### src/rtl/ps2_init_seq.sv
// PS/2 mouse initialisation sequencer: reset the device, wait for its BAT and ID,
// set the sample rate and enable streaming, with per-command resend and timeout.
module ps2_init_seq #(
    parameter logic [7:0] SAMPLE_RATE = 8'd100,
    parameter int         TIMEOUT     = 25_000_000,
    parameter int         MAX_RETRY   = 3
) (
    input  logic       CLOCK_50,
    input  logic       reset,
    input  logic       start,
    output logic [7:0] tx_data,
    output logic       tx_valid,
    input  logic       tx_ready,
    input  logic [7:0] rx_data,
    input  logic       rx_valid,
    output logic       stream_en,
    output logic       busy,
    output logic       error
);

    localparam int CW = $clog2(TIMEOUT + 1);
    localparam int RW = (MAX_RETRY > 0) ? $clog2(MAX_RETRY + 1) : 1;
    localparam logic [CW-1:0] TIMEOUT_C   = CW'(TIMEOUT);
    localparam logic [RW-1:0] MAX_RETRY_C = RW'(MAX_RETRY);

    typedef enum logic [2:0] {
        S_IDLE, S_SEND, S_WAIT_ACK, S_WAIT_BAT, S_WAIT_ID, S_READY, S_FAIL
    } state_t;

    state_t        state_q, state_d;
    logic [1:0]    index_q, index_d;
    logic [RW-1:0] retry_q, retry_d;
    logic [CW-1:0] cnt_q, cnt_d;
    logic          timeout_s;
    logic [7:0]    tx_data_q, tx_data_d;
    logic          tx_valid_q, tx_valid_d;
    logic          stream_en_q, stream_en_d;
    logic          busy_q, busy_d;
    logic          error_q, error_d;

    function automatic logic [7:0] cmd_byte(input logic [1:0] idx);
        logic [7:0] b;
        case (idx)
            2'd0:    b = 8'hFF;
            2'd1:    b = 8'hF3;
            2'd2:    b = SAMPLE_RATE;
            2'd3:    b = 8'hF4;
            default: b = 8'hFF;
        endcase
        return b;
    endfunction

    // Next-state, command index, retry and timeout bookkeeping.
    always_comb begin
        state_d   = state_q;
        index_d   = index_q;
        retry_d   = retry_q;
        timeout_s = (cnt_q == TIMEOUT_C);
        case (state_q)
            S_IDLE, S_READY, S_FAIL: begin
                if (start) begin
                    state_d = S_SEND;
                    index_d = 2'd0;
                    retry_d = '0;
                end else begin
                    state_d = state_q;
                end
            end
            S_SEND: begin
                if (tx_ready) state_d = S_WAIT_ACK;
                else          state_d = S_SEND;
            end
            S_WAIT_ACK: begin
                if (rx_valid && rx_data == 8'hFA) begin
                    retry_d = '0;
                    case (index_q)
                        2'd0:    state_d = S_WAIT_BAT;
                        2'd3:    state_d = S_READY;
                        default: begin
                            index_d = index_q + 2'd1;
                            state_d = S_SEND;
                        end
                    endcase
                end else if ((rx_valid && rx_data == 8'hFE) || timeout_s) begin
                    if (retry_q < MAX_RETRY_C) begin
                        retry_d = retry_q + RW'(1);
                        state_d = S_SEND;
                    end else begin
                        state_d = S_FAIL;
                    end
                end else begin
                    state_d = S_WAIT_ACK;
                end
            end
            S_WAIT_BAT, S_WAIT_ID: begin
                if (rx_valid && state_q == S_WAIT_ID) begin
                    retry_d = '0;
                    index_d = 2'd1;
                    state_d = S_SEND;
                end else if (rx_valid && rx_data == 8'hAA) begin
                    retry_d = '0;
                    state_d = S_WAIT_ID;
                end else if (rx_valid && rx_data == 8'hFC) begin
                    state_d = S_FAIL;
                end else if (timeout_s) begin
                    // A lost BAT/ID restarts the whole sequence from the reset command.
                    if (retry_q < MAX_RETRY_C) begin
                        retry_d = retry_q + RW'(1);
                        index_d = 2'd0;
                        state_d = S_SEND;
                    end else begin
                        state_d = S_FAIL;
                    end
                end else begin
                    state_d = state_q;
                end
            end
            default: state_d = S_IDLE;
        endcase

        // Counter restarts on any state change, which covers every accepted byte.
        if ((state_q == S_WAIT_ACK || state_q == S_WAIT_BAT || state_q == S_WAIT_ID)
            && state_d == state_q) begin
            cnt_d = cnt_q + CW'(1);
        end else begin
            cnt_d = '0;
        end
    end

    // Output next values are decoded from the next state so outputs align with the state.
    always_comb begin
        tx_valid_d  = (state_d == S_SEND);
        if (state_d == S_SEND) tx_data_d = cmd_byte(index_d);
        else                   tx_data_d = 8'h00;
        busy_d      = (state_d == S_SEND) || (state_d == S_WAIT_ACK) ||
                      (state_d == S_WAIT_BAT) || (state_d == S_WAIT_ID);
        stream_en_d = (state_d == S_READY);
        error_d     = (state_d == S_FAIL);
    end

    // State and registered outputs.
    always_ff @(posedge CLOCK_50 or posedge reset) begin
        if (reset) begin
            state_q     <= S_IDLE;
            index_q     <= 2'd0;
            retry_q     <= '0;
            cnt_q       <= '0;
            tx_data_q   <= 8'h00;
            tx_valid_q  <= 1'b0;
            stream_en_q <= 1'b0;
            busy_q      <= 1'b0;
            error_q     <= 1'b0;
        end else begin
            state_q     <= state_d;
            index_q     <= index_d;
            retry_q     <= retry_d;
            cnt_q       <= cnt_d;
            tx_data_q   <= tx_data_d;
            tx_valid_q  <= tx_valid_d;
            stream_en_q <= stream_en_d;
            busy_q      <= busy_d;
            error_q     <= error_d;
        end
    end

    assign tx_data   = tx_data_q;
    assign tx_valid  = tx_valid_q;
    assign stream_en = stream_en_q;
    assign busy      = busy_q;
    assign error     = error_q;

endmodule

### config.mk
export PLATFORM = sky130hd
export DESIGN_NAME = ps2_init_seq
export DESIGN_NICKNAME = d
export VERILOG_FILES = /design/src/rtl/ps2_init_seq.sv
export SDC_FILE = /design/constraint.sdc
export NUM_CORES = 1
export LEC_CHECK = 0
export BUFFER_PORTS_ARGS = -buffer_cell sky130_fd_sc_hd__buf_4
export CAP_MARGIN = 20
export CORE_MARGIN = 5
export CORE_UTILIZATION = 54
export DETAILED_ROUTE_END_ITERATION = 16
export GPL_TIMING_DRIVEN = 0
export PLACE_DENSITY = 0.77
export SLEW_MARGIN = 20
export SYNTH_ARGS = -nofsm -noshare
export SYNTH_HDL_FRONTEND = slang
export SYNTH_SLANG_ARGS = --single-unit
### constraint.sdc
create_clock -name CLOCK_50 -period 2.95 [get_ports CLOCK_50]
set_input_delay 0.295 -clock CLOCK_50 [delete_from_list [all_inputs] [get_ports CLOCK_50]]
set_output_delay 0.295 -clock CLOCK_50 [all_outputs]
set_load 0.01 [all_outputs]
==> impl_metrics.py, run 1 <==
metrics = {
    "outcome": {
        "status": "complete, no violations",
    },
    "placed_design": {
        "dpl_cell_area_um2": 2743,
        "port_buffers": 24,
        "gp_congestion": 0.8841,
        "pre_cts_ws_ns": -0.1496,
        "post-place-cells": 338,
        "dp_hpwl_um": 4063,
    },
    "floorplan": {
        "initial_core_util_pct": 56.34,
        "die_w_um": 77.63,
        "num_rows": 24,
        "die_y_um": 77.63,
        "core_um2": 4384,
        "ios": 25,
        "die_area_um2": 6026,
    },
    "synthesis": {
        "ys_seq_area_share_pct": 40.53,
        "synth_commonest_cells": "dfrtp_1, nor2_1, nand2_1, nor3_1, inv_1",
        "synth_most_common_cell": "dfrtp_1",
        "synth_area_um2": 2470,
        "syn_nets": 276,
        "synthAdderAreaFrac_pct": 1.418,
        "synthXorXnorAreaFrac_pct": 8.865,
        "synth-simple-area-share_pct": 30.80,
        "ys_warn_count": 0,
        "synthCells": 261,
        "synthArstFlopShare_pct": 100.0,
        "synthTopCellsByArea": "dfrtp_1, xor2_1, xnor2_1",
        "synth_mux_area_share_pct": 0.5572,
        "synth.avg_cell_area_um2": 9.463,
        "synth_top_family_by_area": "simple AND/OR/NAND/NOR gates",
        "synth_compound_area_share_pct": 12.72,
        "yosysTopAreaCell": "dfrtp_1",
        "synth_seq_cells": 40,
        "synth_cell_types": 63,
        "synth_ff_type": "dfrtp_1",
        "synth_edf_count": 0,
        "yosysTopAreaCellShare_pct": 40.53,
    },
    "global_route": {
        "grtUsageMet3_pct": 4.630,
        "use_met1_pct": 24.26,
        "grt_max_degree": 24,
        "busiest_layer": "met2",
        "grtUsageTotal_pct": 18.97,
        "grt_first_pass_wirelength_um": 9639,
        "gr-total-overflow": 0,
        "grt_pass1_vias": 2130,
        "antenna_found_initial": 0,
        "use_met2_pct": 31.30,
    },
    "worst_setup_path": {
        "cp.arrival_ns": 3.06,
        "cp_num_buf_inv": 1,
        "max_stage_delay_ns": 0.50,
        "crit_fanout": 7,
        "worst_setup_path_start_kind": "flip-flop",
        "critPathKind": "flip-flop to flip-flop",
        "cp_cell_sequence": "nor4_1, nand4_1, or3_4, or4_4, nand3_2, mux2i_4, clkbuf_16, nor3_2",
        "endpoint_kind": "flip-flop",
        "crit_slowest_cell": "or4_4",
        "worstPathRequired_ns": 3.13,
        "critPathTopFamily": "simple AND/OR/NAND/NOR gates",
    },
    "timing": {
        "fin_skew_ns": 0.007205,
        "setup_viol": 0,
        "worst_slew_pin_slew_ns": 0.8902,
        "timing.fmax_ghz": 0.3473,
        "maxSlewViolCount": 0,
        "fin_ws_ns": 0.07081,
        "fin_crit_sh_pct": 97.60,
        "hold_viol_final": 0,
        "fin_crit_ns": 2.879,
        "maxSlewHeadroom_pct": 40.10,
    },
    "drt": {
        "drt_iter0_drc": 163,
        "postRouteAntennaNets": 0,
        "drc": 0,
        "totalWireLength_um": 5573,
        "dr_total_vias": 2084,
        "viasPerCell": 5.937,
        "wire_per_inst_um": 15.88,
        "drt_pass1_iterations": 5,
    },
    "finish": {
        "diodes": 0,
        "final_cells": 351,
        "fillCellCount": 355,
        "fin_nets": 313,
        "fin_area_um2": 2952,
        "drive_gt1_share_pct": 26.42,
        "multi_input_comb_area_um2": 1373,
        "register_area_um2": 1002,
        "syn_to_final_growth_pct": 19.50,
    },
    "clock_network": {
        "tritoncts": "yes",
        "numCtsBuffers": 5,
        "clock_latency_ns": 0.29,
        "clk_pin_slew_ns": 0.08,
        "cts_buffer_depth": 2,
        "cts_root_buffer": "clkbuf_8",
        "clkSinkCount": 40,
        "h-tree-depth": 2,
    },
    "pwr": {
        "vdd_drop_max_uv": 560.8,
        "p_leak_nw": 1.224,
        "powerDensity_nw_per_um2": 718.5,
        "power_mw": 2.121,
    },
    "job": {
        "maxCapViolCount": 0,
    },
    "worst_hold_path": {
        "hp-class": "input port to flip-flop",
    },
}
[through the flow]
stage                     hold slack, ns  utilization, %  setup TNS, ns
final                             0.4558           67.32              0
after global routing              0.4780           67.32       -0.03970
after CTS                         0.4580           66.30              0
after detailed placement          0.3157           62.56         -2.057
after global placement            0.4930           61.93              0
after floorplan                   0.4689               -              0
[logic make-up after synthesis]
| family | count (synthesis) |
|---|---|
| AOI/OAI and AO/OA | 40 |
| and+or+nand+nor | 126 |
| buffers and inverters | 26 |
| adders and majority gates | 3 |
| xor gates and xnor gates | 25 |
| DFF | 40 |
| muxes | 1 |
[cell type report]
class	count	share of cell area (%)
Buffer	11	2.543
Clock buffer	5	2.331
Clock inverter	3	1.568
Inverter	15	1.908
Multi-Input combinational cell	195	46.50
Sequential cell	40	33.96
Tap cell	52	2.204
Timing Repair Buffer	30	8.987
[worst reg2reg max path: stages (launching register included)]
cell and delay, ns:
dfrtp_1 0.47, nor4_1 0.33, nand4_1 0.26, or3_4 0.40, or4_4 0.50, nand3_2 0.12, mux2i_4 0.41, clkbuf_16 0.23
nor3_2 0.04
[placed cells by master (no fill, tap or decap), types with 3 or more instances in the layout]
cell	n
xor2_1	13
nand2b_1	3
nand2_1	15
inv_2	4
and2_1	3
nor3_1	15
nor4_1	4
o21ai_0	7
dfrtp_1	39
a21oi_1	8
nor2_1	27
buf_4	32
nand3_1	11
inv_1	11
clkbuf_8	5
a211oi_1	3
nand4_1	9
nand4b_1	3
nor3_2	9
xnor2_1	12
[flip-flops by register name, indices dropped and copies added, names as in the netlist]
signal,count
cnt_q,25
tx_data,5
state_q,3
index_q,2
retry_q,2
busy,1
error,1
stream_en,1
[report_power, final]
part | switching (mW) | internal (mW) | total (mW) | leakage, nW
combinational | 0.553 | 0.454 | 1.01 | 0.626
sequential | 0.0402 | 0.619 | 0.659 | 0.544
clock | 0.201 | 0.255 | 0.455 | 0.0548
total | 0.793 | 1.33 | 2.12 | 1.22
[final timing paths]
path | to | from | cells past startpoint | slack, ns
max | cnt_q[19]$_DFF_PP0_ | cnt_q[2]$_DFF_PP0_ | 8 | 0.07
min | index_q[0]$_DFF_PP0_ | rx_valid | 4 | 0.46
max reg2reg | cnt_q[19]$_DFF_PP0_ | cnt_q[2]$_DFF_PP0_ | 8 | 0.07
min reg2reg | cnt_q[0]$_DFF_PP0_ | cnt_q[0]$_DFF_PP0_ | 1 | 0.49
max in group asynchronous | cnt_q[12]$_DFF_PP0_ | reset | 4 | 1.96
min in group asynchronous | cnt_q[20]$_DFF_PP0_ | reset | 3 | 0.54
[routing by layer]
metal / share of wire (%) / up-vias
li1: - / 1010
met1: 42 / 1002
met2: 50 / 62
met3: 5.8 / 10
met4: 1.4 / 0
met5: 0 / -
[repair_timing]
item,in CTS,in global routing
gates cloned,0,1
hold buffers,1,0
pin swaps,0,3
buffers inserted,3,0
endpoints found under the setup margin,20,27
resized for setup,2,9
endpoints found under the hold margin,7,0
Note: power is estimated with default switching activity, not from simulation.
==> inputs of run 2 (changes only) <==
==> constraint.sdc (replaced) <==
create_clock -name CLOCK_50 -period 2.9 [get_ports CLOCK_50]
set_input_delay 0.29 -clock CLOCK_50 [delete_from_list [all_inputs] [get_ports CLOCK_50]]
set_output_delay 0.29 -clock CLOCK_50 [all_outputs]
set_load 0.01 [all_outputs]
==> run 2 against run 1 <==
The run now ends with setup timing left. Non-clock buffer count rose by 9. Hold slack improved by 0.0032 ns. Final cell count is 2.6% higher. Critical endpoint unchanged. Largest cell class unchanged. Largest power group unchanged.
==> impl_metrics.py, run 2 (synthesized netlist as in run 1, its figures left out) <==
metrics = {
    "timing": {
        "worst_slew_pin_slew_ns": 0.9154,
        "timing.fmax_ghz": 0.3448,
        "maxSlewViolCount": 0,
        "setup_tns_ns": -0.0004257,
        "fin_skew_ns": 0.008628,
        "fin_ws_ns": -0.0004257,
        "setup_viol": 1,
        "hold_viol_final": 0,
        "fin_hold_ws_ns": 0.4590,
        "fin_crit_ns": 2.900,
        "fin_crit_sh_pct": 100.0,
        "maxSlewHeadroom_pct": 38.41,
    },
    "floorplan": {
        "core_um2": 4384,
        "die_w_um": 77.63,
        "initial_core_util_pct": 56.34,
        "die_y_um": 77.63,
        "ios": 25,
        "num_rows": 24,
        "die_area_um2": 6026,
    },
    "drt": {
        "drt_pass1_iterations": 4,
        "postRouteAntennaNets": 0,
        "dr_total_vias": 2123,
        "viasPerCell": 5.897,
        "drc": 0,
        "totalWireLength_um": 5858,
        "wire_per_inst_um": 16.27,
        "drt_iter0_drc": 133,
    },
    "outcome": {
        "status": "finished with violations",
        "failed_checks": "setup timing",
    },
    "finish": {
        "largest_reg_flops": 25,
        "top_register": "cnt_q",
        "final_common_cell": "buf_4",
        "fin_nets": 322,
        "diodes": 0,
        "syn_to_final_growth_pct": 24.01,
        "fin_area_um2": 3063,
        "drive_gt1_share_pct": 30.19,
        "layout_common_cells": "buf_4, dfrtp_1, nor2_1",
    },
    "worst_setup_path": {
        "crit_fanout": 6,
        "endpoint_kind": "flip-flop",
        "worst_setup_path_start_kind": "flip-flop",
        "reg2regPathDepth": 8,
        "crit_start": "cnt_q[15]$_DFF_PP0_",
        "worstPathRequired_ns": 3.08,
        "rrSetupSlack_ns": -0.0004,
        "rr_endpoint": "cnt_q[19]$_DFF_PP0_",
        "critPathKind": "flip-flop to flip-flop",
        "cp.arrival_ns": 3.08,
        "rr_startpoint": "cnt_q[15]$_DFF_PP0_",
    },
    "pwr": {
        "vdd_drop_max_uv": 486.5,
        "p_leak_nw": 1.278,
        "powerDensity_nw_per_um2": 737.8,
    },
    "global_route": {
        "busiest_layer": "met2",
        "grt_pass1_vias": 2126,
        "grt_first_pass_wirelength_um": 9632,
        "use_met1_pct": 24.26,
        "grtUsageMet3_pct": 4.630,
        "grtUsageTotal_pct": 18.95,
        "gr-total-overflow": 0,
        "use_met2_pct": 31.22,
        "grt_max_degree": 24,
        "antenna_found_initial": 0,
    },
    "clock_network": {
        "cts_buffer_depth": 2,
        "clk_pin_slew_ns": 0.09,
        "tritoncts": "yes",
        "h-tree-depth": 2,
        "numCtsBuffers": 5,
        "clkSinkCount": 40,
        "clock_latency_ns": 0.29,
        "cts_root_buffer": "clkbuf_8",
    },
    "worst_hold_path": {
        "hold_path_startpoint": "rx_valid",
        "min_path_cells": 4,
        "hold_end": "index_q[0]$_DFF_PP0_",
        "hp-class": "input port to flip-flop",
    },
    "placed_design": {
        "gp_congestion": 0.8841,
        "dp_hpwl_um": 4063,
        "port_buffers": 24,
        "dpl_cell_area_um2": 2743,
    },
    "job": {
        "maxCapViolCount": 0,
    },
}
run 2: cell count changes in the layout (fill, tap and decap cells not counted), sizes merged:
| cell | before | now |
|---|---|---|
| buf | 37 | 46 |
run 2: routing by layer:
metal  vias to the layer above  part of all wire (%)
met3                         8                   5.8
met5                         -                     0
li1                       1031                     -
met2                        65                    52
met4                         0                   1.4
met1                      1019                    41
run 2: report_power, final:
group          internal [mW]  total (mW)  switching, mW
combinational          0.529        1.13          0.598
sequential             0.629       0.666         0.0370
clock                  0.259       0.466          0.207
run 2: worst max path at each step:
stage,to,slack (ns),depth (start not counted)
6_report,cnt_q[19]$_DFF_PP0_,-0.0004,8
5_1_grt,cnt_q[0]$_DFF_PP0_,-0.12,8
4_1_cts,cnt_q[16]$_DFF_PP0_,0.01,10
3_5_place_dp,cnt_q[9]$_DFF_PP0_,-0.20,10
3_3_place_gp,cnt_q[21]$_DFF_PP0_,-0.05,10
2_1_floorplan,cnt_q[14]$_DFF_PP0_,0.28,10
run 2: cell type report:
class / count / area [um2]
inverter: 15 / 56.30
fill: 329 / 1321
multi-input combinational: 195 / 1413
sequential: 40 / 1006
tap: 52 / 65.06
clock buffer: 5 / 68.82
clock inverter: 3 / 46.29
timing repair buffer: 39 / 332.8
buffer: 11 / 75.07
run 2: critical path, cell delays in order, from the launching register on:
cell	delay [ns]
dfrtp_2	0.47
nor4bb_1	0.33
nand4_1	0.26
or3_4	0.40
or4_4	0.55
nand3_4	0.11
mux2i_4	0.40
clkbuf_16	0.23
nor3_2	0.04
run 2: metrics by stage:
stage / power [mW] / util, % / cells / setup WS (ns)
final: 2.260 / 69.86 / 360 / -0.0004257
after global routing: 2.392 / 69.86 / 360 / -0.1188
after CTS: 2.096 / 66.41 / 350 / 0.01073
after detailed placement: 1.544 / 62.56 / 338 / -0.1996
after global placement: 1.527 / 61.93 / 337 / -0.04826
after floorplan: 1.291 / - / 261 / 0.2826
run 2: repair_timing:
| action | CTS | global route |
|---|---|---|
| pin swaps | 1 | 5 |
| gates resized for setup | 4 | 15 |
| hold buffers | 1 | 0 |
| setup endpoints to repair | 20 | 29 |
| setup buffers | 3 | 9 |
| hold endpoints to repair | 17 | 0 |
| cloned | 0 | 1 |
==> inputs of run 3 (changes only) <==
--- a/config.mk
+++ b/config.mk
@@ -5,7 +5,7 @@
 export SDC_FILE = /design/constraint.sdc
 export NUM_CORES = 1
 export LEC_CHECK = 0
-export BUFFER_PORTS_ARGS = -buffer_cell sky130_fd_sc_hd__buf_4
+export BUFFER_PORTS_ARGS = -buffer_cell sky130_fd_sc_hd__buf_2
 export CAP_MARGIN = 20
 export CORE_MARGIN = 5
 export CORE_UTILIZATION = 54
==> run 3 against run 2 <==
The flow now finishes without violations. Global-route usage hardly changed. Sequential power is 0.6% lower. Largest power group unchanged. Final area is 5.8% lower. Sequential share of layout area is 1.8 points higher. Clock-buffer cell count is 2 higher. Combinational power is 17% lower. Clock power is 5.8% higher.
==> impl_metrics.py, run 3 (synthesized netlist as in run 1, its figures left out) <==
metrics = {
    "pwr": {
        "internal_power_mw": 1.316,
        "p_seq_share_pct": 31.7,
        "vdd_drop_max_uv": 335.0,
        "powerDensity_nw_per_um2": 724.3,
        "switchingPower_uw": 773.5,
        "pwr-share-clk_pct": 23.6,
        "power_frac_comb_pct": 44.8,
        "switching_share_pct": 37.01,
        "p_leak_nw": 1.213,
        "power_mw": 2.090,
    },
    "job": {
        "maxCapViolCount": 0,
    },
    "clock_network": {
        "cts_buffer_depth": 2,
        "tritoncts": "yes",
        "clk_pin_slew_ns": 0.08,
        "numCtsBuffers": 5,
        "h-tree-depth": 2,
        "cts_root_buffer": "clkbuf_8",
        "clock_latency_ns": 0.29,
        "clkSinkCount": 40,
    },
    "worst_setup_path": {
        "cp.arrival_ns": 2.91,
        "critPathKind": "flip-flop to flip-flop",
        "crit_fanout": 7,
        "worstPathRequired_ns": 3.06,
        "worst_setup_path_start_kind": "flip-flop",
        "endpoint_kind": "flip-flop",
    },
    "floorplan": {
        "die_area_um2": 6026,
        "die_w_um": 77.63,
        "die_y_um": 77.63,
        "initial_core_util_pct": 56.34,
        "num_rows": 24,
        "ios": 25,
        "core_um2": 4384,
    },
    "timing": {
        "fin_ws_ns": 0.1503,
        "fin_skew_ns": 0.006302,
        "timing.fmax_ghz": 0.3637,
        "maxSlewHeadroom_pct": 49.22,
        "fin_hold_ws_ns": 0.4896,
        "worst_slew_pin_slew_ns": 0.7547,
        "fin_crit_sh_pct": 94.82,
        "setup_viol": 0,
        "hold_viol_final": 0,
        "maxSlewViolCount": 0,
        "rsz0062_at_grt": "false",
        "fin_crit_ns": 2.750,
    },
    "global_route": {
        "grt_first_pass_wirelength_um": 9404,
        "gr-total-overflow": 0,
        "grt_pass1_vias": 2006,
        "grt_max_degree": 25,
        "grtUsageTotal_pct": 18.94,
        "antenna_found_initial": 0,
    },
    "finish": {
        "fillCellCount": 363,
        "final_common_cell": "dfrtp_1",
        "fin_nets": 312,
        "top_register": "cnt_q",
        "layout_common_cells": "dfrtp_1, nor2_1, buf_2",
        "drive_gt1_share_pct": 25.50,
        "final_core_util_pct": 65.81,
        "diodes": 0,
        "fin_area_um2": 2885,
        "syn_to_final_growth_pct": 16.82,
        "largest_reg_flops": 25,
    },
    "placed_design": {
        "port_buffers": 24,
        "pre_cts_ws_ns": -0.1138,
        "dp_hpwl_um": 3949,
        "gp_congestion": 0.8862,
        "dpl_cell_area_um2": 2683,
    },
    "drt": {
        "drt_pass1_iterations": 4,
        "postRouteAntennaNets": 0,
        "viasPerCell": 5.874,
        "drc": 0,
        "drt_iter0_drc": 115,
        "dr_total_vias": 2056,
        "wire_per_inst_um": 15.20,
        "totalWireLength_um": 5321,
    },
    "outcome": {
        "status": "complete, no violations",
    },
    "worst_hold_path": {
        "hp-class": "input port to flip-flop",
    },
}
run 3: changes by cell type in the layout (fill, tap and decap cells not counted), sizes merged:
cell and change:
clkinvlp -1, buf -10, clkbuf +2, inv -1
run 3: worst max-delay path, cell delays in order (launching register included):
cell     delay [ns]
dfrtp_1        0.45
nor4_1         0.34
nand4_1        0.25
or3_4          0.44
or4_4          0.50
nand3_2        0.12
mux2i_4        0.28
buf_4          0.19
nor3_1         0.05
run 3: stage by stage:
step,cells,TNS (ns)
6_report,350,0
5_1_grt,350,0
4_1_cts,348,0
3_5_place_dp,338,-1.604
3_3_place_gp,337,-0.6732
2_1_floorplan,261,0
run 3: path summary, 6_finish.rpt:
path                            slack (ns)                   start  cells after the start                      to
min in group asynchronous             0.53                   reset                      3     cnt_q[21]$_DFF_PP0_
worst max register to register        0.15      cnt_q[2]$_DFF_PP0_                      8      cnt_q[6]$_DFF_PP0_
worst min register to register        0.56  retry_q[0]$_DFFE_PP0P_                      2  retry_q[0]$_DFFE_PP0P_
worst max-delay path                  0.15      cnt_q[2]$_DFF_PP0_                      8      cnt_q[6]$_DFF_PP0_
max in group asynchronous             1.92                   reset                      4     cnt_q[12]$_DFF_PP0_
worst min-delay path                  0.49                rx_valid                      4    index_q[0]$_DFF_PP0_
run 3: layer usage:
| layer | up-vias | share of wire, % | global-route usage (%) |
|---|---|---|---|
| met5 | - | 0 | 0 |
| met1 | 989 | 45 | 25.26 |
| met3 | 8 | 4.9 | 4.051 |
| li1 | 1008 | - | - |
| met4 | 0 | 1.8 | 7.216 |
| met2 | 51 | 49 | 30.13 |
run 3: power groups by stage:
stage	Clock, mW	Combinational (mW)	Sequential, mW
4_1_cts	0.504	0.874	0.663
3_5_place_dp	0	0.832	0.674
6_report	0.493	0.936	0.662
3_3_place_gp	0	0.821	0.671
5_1_grt	0.536	1.04	0.671
2_1_floorplan	0	0.603	0.688
run 3: final cells by class:
class / instances / area [um2] / share of cell area, %
buffer: 11 / 77.57 / 2.689
clock buffer: 7 / 96.34 / 3.339
clock inverter: 1 / 30.03 / 1.041
inverter: 15 / 56.30 / 1.951
multi-input combinational: 195 / 1379 / 47.79
sequential: 40 / 1001 / 34.69
tap: 52 / 65.06 / 2.255
timing repair buffer: 29 / 180.2 / 6.245
run 3: repair_timing:
action | in CTS | in global routing
hold buffers | 1 | 0
endpoints found under the hold margin | 16 | 0
setup endpoints to repair | 20 | 29
gates cloned | 0 | 0
pin swaps | 0 | 3
gates resized for setup | 2 | 9
buffers inserted | 1 | 2
